File: src/rtl/ttc_count_lite.sv
// ttc_count_lite: prescaled 16-bit up/down timer counter for one TTC channel.
// Produces single-cycle interval, match and overflow pulses for the interrupt block.
module ttc_count_lite #(
    parameter int unsigned CNT_W = 16,
    parameter int unsigned PRE_W = 16
) (
    input  logic             pclk,
    input  logic             p_reset,
    input  logic [6:0]       clk_ctrl_reg,
    input  logic             count_en,
    input  logic             restart,
    input  logic             count_dis,
    input  logic             interval_mode,
    input  logic             decrement,
    input  logic             match_en,
    input  logic [CNT_W-1:0] interval_val,
    input  logic [CNT_W-1:0] match_val,
    input  logic             ext_clk,
    output logic [CNT_W-1:0] counter_val,
    output logic             interval_pulse,
    output logic             match_pulse,
    output logic             overflow_pulse
);

    localparam logic [CNT_W-1:0] AllOnes = {CNT_W{1'b1}};

    logic             pre_en;
    logic [3:0]       pre_n;
    logic             ext_sel;
    logic             ext_fall;

    logic             ext_sync1_q;
    logic             ext_sync2_q;
    logic             ext_dly_q;

    logic [PRE_W-1:0] prescale_cnt_q;
    logic [PRE_W-1:0] prescale_cnt_d;
    logic [PRE_W-1:0] pre_limit;
    logic             pre_hit;

    logic [CNT_W-1:0] counter_q;
    logic [CNT_W-1:0] counter_d;
    logic [CNT_W-1:0] restart_val;
    logic             interval_pulse_q;
    logic             interval_pulse_d;
    logic             match_pulse_q;
    logic             match_pulse_d;
    logic             overflow_pulse_q;
    logic             overflow_pulse_d;

    logic             src_evt;
    logic             count_on;
    logic             restart_cond;
    logic             tick;

    assign pre_en   = clk_ctrl_reg[0];
    assign pre_n    = clk_ctrl_reg[4:1];
    assign ext_sel  = clk_ctrl_reg[5];
    assign ext_fall = clk_ctrl_reg[6];

    // Synchronize the external count source and keep one extra stage for edge detection.
    always_ff @(posedge pclk) begin
        if (p_reset) begin
            ext_sync1_q <= 1'b0;
            ext_sync2_q <= 1'b0;
            ext_dly_q   <= 1'b0;
        end else begin
            ext_sync1_q <= ext_clk;
            ext_sync2_q <= ext_sync1_q;
            ext_dly_q   <= ext_sync2_q;
        end
    end

    // Select the count source and derive the enable, restart and tick qualifiers.
    always_comb begin
        if (!ext_sel) begin
            src_evt = 1'b1;
        end else if (ext_fall) begin
            src_evt = ext_dly_q & ~ext_sync2_q;
        end else begin
            src_evt = ~ext_dly_q & ext_sync2_q;
        end
        // Terminal prescale count is 2^(N+1) - 1: the low N+1 bits set.
        for (int i = 0; i < int'(PRE_W); i++) begin
            pre_limit[i] = (i <= int'(pre_n));
        end
        pre_hit      = (prescale_cnt_q == pre_limit);
        count_on     = count_en & ~count_dis;
        // Restart only acts in the first cycle of the handshake, while count_en is low.
        restart_cond = restart & ~count_en;
        tick         = count_on & src_evt & (~pre_en | pre_hit);
    end

    // Prescaler next state: wraps after the terminal count, cleared on restart.
    always_comb begin
        prescale_cnt_d = prescale_cnt_q;
        if (restart_cond) begin
            prescale_cnt_d = '0;
        end else if (count_on && src_evt) begin
            if (!pre_en || pre_hit) begin
                prescale_cnt_d = '0;
            end else begin
                prescale_cnt_d = prescale_cnt_q + PRE_W'(1);
            end
        end
    end

    // Counter next state and event pulses for the coming edge.
    always_comb begin
        counter_d        = counter_q;
        interval_pulse_d = 1'b0;
        match_pulse_d    = 1'b0;
        overflow_pulse_d = 1'b0;
        if (!decrement) begin
            restart_val = '0;
        end else if (interval_mode) begin
            restart_val = interval_val;
        end else begin
            restart_val = AllOnes;
        end

        if (restart_cond) begin
            counter_d = restart_val;
        end else if (tick) begin
            if (!decrement) begin
                if (interval_mode && (counter_q == interval_val)) begin
                    counter_d        = '0;
                    interval_pulse_d = 1'b1;
                end else if (counter_q == AllOnes) begin
                    // Also reached in interval mode when the count is above the limit.
                    counter_d        = '0;
                    overflow_pulse_d = 1'b1;
                end else begin
                    counter_d = counter_q + CNT_W'(1);
                end
            end else begin
                if (counter_q == '0) begin
                    if (interval_mode) begin
                        counter_d        = interval_val;
                        interval_pulse_d = 1'b1;
                    end else begin
                        counter_d        = AllOnes;
                        overflow_pulse_d = 1'b1;
                    end
                end else begin
                    counter_d = counter_q - CNT_W'(1);
                end
            end
            match_pulse_d = match_en & (counter_d == match_val);
        end
    end

    // Prescaler, counter and registered pulses.
    always_ff @(posedge pclk) begin
        if (p_reset) begin
            prescale_cnt_q   <= '0;
            counter_q        <= '0;
            interval_pulse_q <= 1'b0;
            match_pulse_q    <= 1'b0;
            overflow_pulse_q <= 1'b0;
        end else begin
            prescale_cnt_q   <= prescale_cnt_d;
            counter_q        <= counter_d;
            interval_pulse_q <= interval_pulse_d;
            match_pulse_q    <= match_pulse_d;
            overflow_pulse_q <= overflow_pulse_d;
        end
    end

    assign counter_val    = counter_q;
    assign interval_pulse = interval_pulse_q;
    assign match_pulse    = match_pulse_q;
    assign overflow_pulse = overflow_pulse_q;

endmodule
File: config.mk
export PLATFORM = sky130hd
export DESIGN_NAME = ttc_count_lite
export DESIGN_NICKNAME = d
export VERILOG_FILES = /design/src/rtl/ttc_count_lite.sv
export SDC_FILE = /design/constraint.sdc
export NUM_CORES = 1
export LEC_CHECK = 0
export BUFFER_PORTS_ARGS = -buffer_cell sky130_fd_sc_hd__clkbuf_2
export CORE_MARGIN = 5
export CORE_UTILIZATION = 59
export CTS_BUF_LIST = sky130_fd_sc_hd__clkbuf_4 sky130_fd_sc_hd__clkbuf_8
export DETAILED_ROUTE_END_ITERATION = 16
export GPL_TIMING_DRIVEN = 0
export PLACE_DENSITY = 0.84
export REMOVE_ABC_BUFFERS = 1
export SLEW_MARGIN = 20
export SYNTH_ARGS = -nofsm -noshare
export SYNTH_HDL_FRONTEND = slang
export SYNTH_SLANG_ARGS = --single-unit
File: constraint.sdc
create_clock -name pclk -period 3.49 [get_ports pclk]
set_input_delay 0.698 -clock pclk [delete_from_list [all_inputs] [get_ports pclk]]
set_output_delay 0.698 -clock pclk [all_outputs]
set_load 0.03 [all_outputs]
==> summary.txt <==
================================================================================
Result of the run                                                   finished clean
Standard-cell rows                                                            29
Number of diodes                                                               0
Detail Route met2 WL                                                     5430 um
Final min period                                                         3.43 ns
Unrepaired setup endpoints after global routing                            false
Global-route usage over all layers                                         29.8%
Final ANT Viol Nets                                                            0
Most common cell after layout, fill and taps aside                  sky130_fd_sc_hd__clkbuf_2
Depth of the most critical reg-to-reg path                                    10
Wire length on met3                                                      1480 um
Endpoint arrival time on the critical path                               3.64 ns
Violation count after the first detailed-route iteration                     545
CTS tree                                                                   built
Share of the clock period used by the worst path after layout              98.2%
Critical setup path kind                                               in -> reg
Full die area                                                        0.00800 mm2
Startpoint class of the critical path                               primary input
Growth of design area from synthesis to finish                             11.0%
Placed inst area                                                     0.00394 mm2
Warning count from the yosys run                                               0
Relative slew margins                                                      44.7%
Class of the most critical hold timing path                           reg -> reg
Post-synth ARST share                                                         0%
Buffers added on ports                                                        66
Gate Count Post-Synth                                                        505
Sum Neg Setup Slack                                                         0 ns
Root cell of the clock tree                                         sky130_fd_sc_hd__clkbuf_8
Min Hold Slack                                                          0.446 ns
Net switching fraction of the power                                        37.5%
Maximum number of buffers from clock root to sink                              2
Clock skew after layout                                               0.00629 ns
Final worst slack                                                      0.0622 ns
Max capacitance violation total                                                0
Clock-pin transition on the worst setup and hold timing paths            0.08 ns
Number of failing hold endpoints at the final stage                            0
Largest net degree at the start of global routing                             38
Aggregate global routing overflow                                              0
Number of ports placed on the die boundary                                    67
Number of clock buffers inserted by TritonCTS                                  5
EDFF count, synth                                                              0
Measured slew at the worst slew-check pin                               0.821 ns
Endpoint required time on the critical path                              3.70 ns
Via density per instance                                                    6.76
First-pass iteration count of the detailed router                              6
Fill cell total of the finished layout                                       570
CTS hold repair buffers                                                        0
Detailed Place HPWL                                                      8490 um
Wire length of the first global-routing pass                            18500 um
Critical path capture point type                                            flop
Horiz. Die Dim                                                           89.5 um
Post-route design area                                               0.00414 mm2
Fraction of layout instances using a drive strength above 1                20.0%
Count of cells along the worst hold path                                       1
Net switching power of the design                                     0.000536 W
Total internal power                                                  0.000894 W
Number of distinct library cells after synthesis                              68
Sequential element share of the synthesized area                           20.4%
Uppermost layer routed                                                      met5
Clock sink total                                                              38
Remaining DRCs                                                                 0
Worst IR Drop VDD                                                       0.254 mV
Leakage Power                                                            1.58 nW
Share of total power in the clock network                                  27.8%
Die Ht                                                                   89.5 um
Sum of routed wire segments on met1                                      4710 um
Avg WL per Cell                                                          19.6 um
RePlAce Congestion                                                         0.989
Combined flip-flop and latch cell area                                   767 um2
Biggest fanout along the worst timing path                                     5
Pre-CTS setup slack                                                    -0.705 ns
Area of the mapped netlist                                           0.00372 mm2
Post-synthesis register bit count                                             38
Power per standard cell area                                          346 mW/mm2
Clock latency reported for the late side of the worst-skew pair          0.30 ns
Main flop type after synthesis                                      sky130_fd_sc_hd__dfxtp_1
Drt total wl                                                            12100 um
Area of the core region                                              0.00624 mm2
Core occupancy in the finished layout                                      66.3%
Via count of the first global-routing pass                                  3711
Multi-input combinational cell area                                  0.00272 mm2
Starting density of the core                                               59.7%
Highest achievable clock rate                                          0.292 GHz
Number of antenna violations at the first check in global routing              1
Nets                                                                         592
Fraction of power consumed by sequential logic                             34.2%
Final setup violation count                                                    0
Logic gate share of total power                                            38.0%
Via total after detailed routing                                            4180
Commonest cells after routing, fill and taps aside                  sky130_fd_sc_hd__clkbuf_2, sky130_fd_sc_hd__nor2_1, sky130_fd_sc_hd__xnor2_1
H-tree levels                                                                  2
Mean area per synthesized cell                                          7.38 um2
Pins over their slew limit                                                     0
================================================================================
layout make-up:
cell class / count / share of cell area [%]
clock inverters: 1 / 0.726
flip-flops and latches: 38 / 18.5
well taps: 77 / 2.33
multi-input cells: 407 / 65.8
repair buffers: 72 / 9.08
inverters: 16 / 1.45
clock buffers: 7 / 2.03
registers in the layout (all words and copies together) (netlist names):
name / flops
prescale_cnt_q: 16
counter_val: 16
interval_pulse: 1
ext_sync2_q: 1
overflow_pulse: 1
ext_dly_q: 1
ext_sync1_q: 1
match_pulse: 1
cells by family (layout without fill, tap and decap cells):
kind of cell               after synthesis  count (layout)  share of synthesized area, %
muxes                                   11              11                          2.96
adders and majority gates                4               4                          1.34
xor gates and xnor gates                66              66                          15.5
buffers and inverters                   61              96                          7.29
DFF                                     38              38                          20.4
AOI/OAI and AO/OA                      121             121                          22.1
and+or+nand+nor                        204             205                          30.4
power by group through the flow:
stage	clock network, W	registers (W)	logic [W]
3_5_place_dp	0	0.000497	0.000499
6_report	0.000397	0.000489	0.000543
5_1_grt	0.000419	0.000492	0.000576
2_1_floorplan	0	0.000508	0.000328
3_3_place_gp	0	0.000496	0.000489
4_1_cts	0.000403	0.000486	0.000503
repair_timing:
item,4_1_cts,5_1_grt
hold endpoints to repair,0,0
resized for setup,4,9
pin swaps,0,2
setup endpoints to repair,18,17
setup buffers,0,6
gates cloned,0,1
synthesized netlist by cell type, types with 14 or more instances:
master | number | area share [%]
sky130_fd_sc_hd__inv_1 | 15 | 1.5
sky130_fd_sc_hd__nand3_1 | 25 | 3.4
sky130_fd_sc_hd__o21ai_0 | 16 | 2.1
sky130_fd_sc_hd__buf_2 | 16 | 2.1
sky130_fd_sc_hd__clkbuf_1 | 24 | 2.4
sky130_fd_sc_hd__nor2_1 | 51 | 5.1
sky130_fd_sc_hd__o22ai_1 | 14 | 2.4
sky130_fd_sc_hd__xnor2_1 | 37 | 8.7
sky130_fd_sc_hd__dfxtp_1 | 38 | 20
sky130_fd_sc_hd__a21oi_1 | 30 | 4.0
sky130_fd_sc_hd__nand2_1 | 32 | 3.2
sky130_fd_sc_hd__xor2_1 | 29 | 6.8
per-stage QoR:
stage | total power (W) | std cells
5_1_grt | 0.00149 | 618
2_1_floorplan | 0.000837 | 460
6_report | 0.00143 | 618
3_3_place_gp | 0.000985 | 603
4_1_cts | 0.00139 | 611
3_5_place_dp | 0.000996 | 603
routing by layer:
layer / global-route usage (%) / up-vias
li1: - / 1898
met1: 40.3 / 1940
met2: 46.8 / 281
met3: 5.71 / 59
met4: 11.1 / 2
met5: 0 / -
path summary, 6_finish.rpt:
check,startpoint,endpoint,slack (ns)
worst min-delay path,ext_sync1_q,ext_sync2_q,0.45
worst max register to register,counter_val[5],match_pulse,0.09
worst max-delay path,interval_val[3],match_pulse,0.06
worst min register to register,ext_sync1_q,ext_sync2_q,0.45
critical path, cell delays in order:
cell and delay [ns]:
sky130_fd_sc_hd__clkbuf_2 0.10, sky130_fd_sc_hd__xor2_1 0.18, sky130_fd_sc_hd__or4_4 0.57, sky130_fd_sc_hd__nor4_4 0.40, sky130_fd_sc_hd__a21oi_2 0.20, sky130_fd_sc_hd__a21oi_2 0.22, sky130_fd_sc_hd__xor2_1 0.21, sky130_fd_sc_hd__nand4_1 0.23
sky130_fd_sc_hd__or4_1 0.59, sky130_fd_sc_hd__nor4_2 0.24
Note: power is estimated with default switching activity, not from simulation.
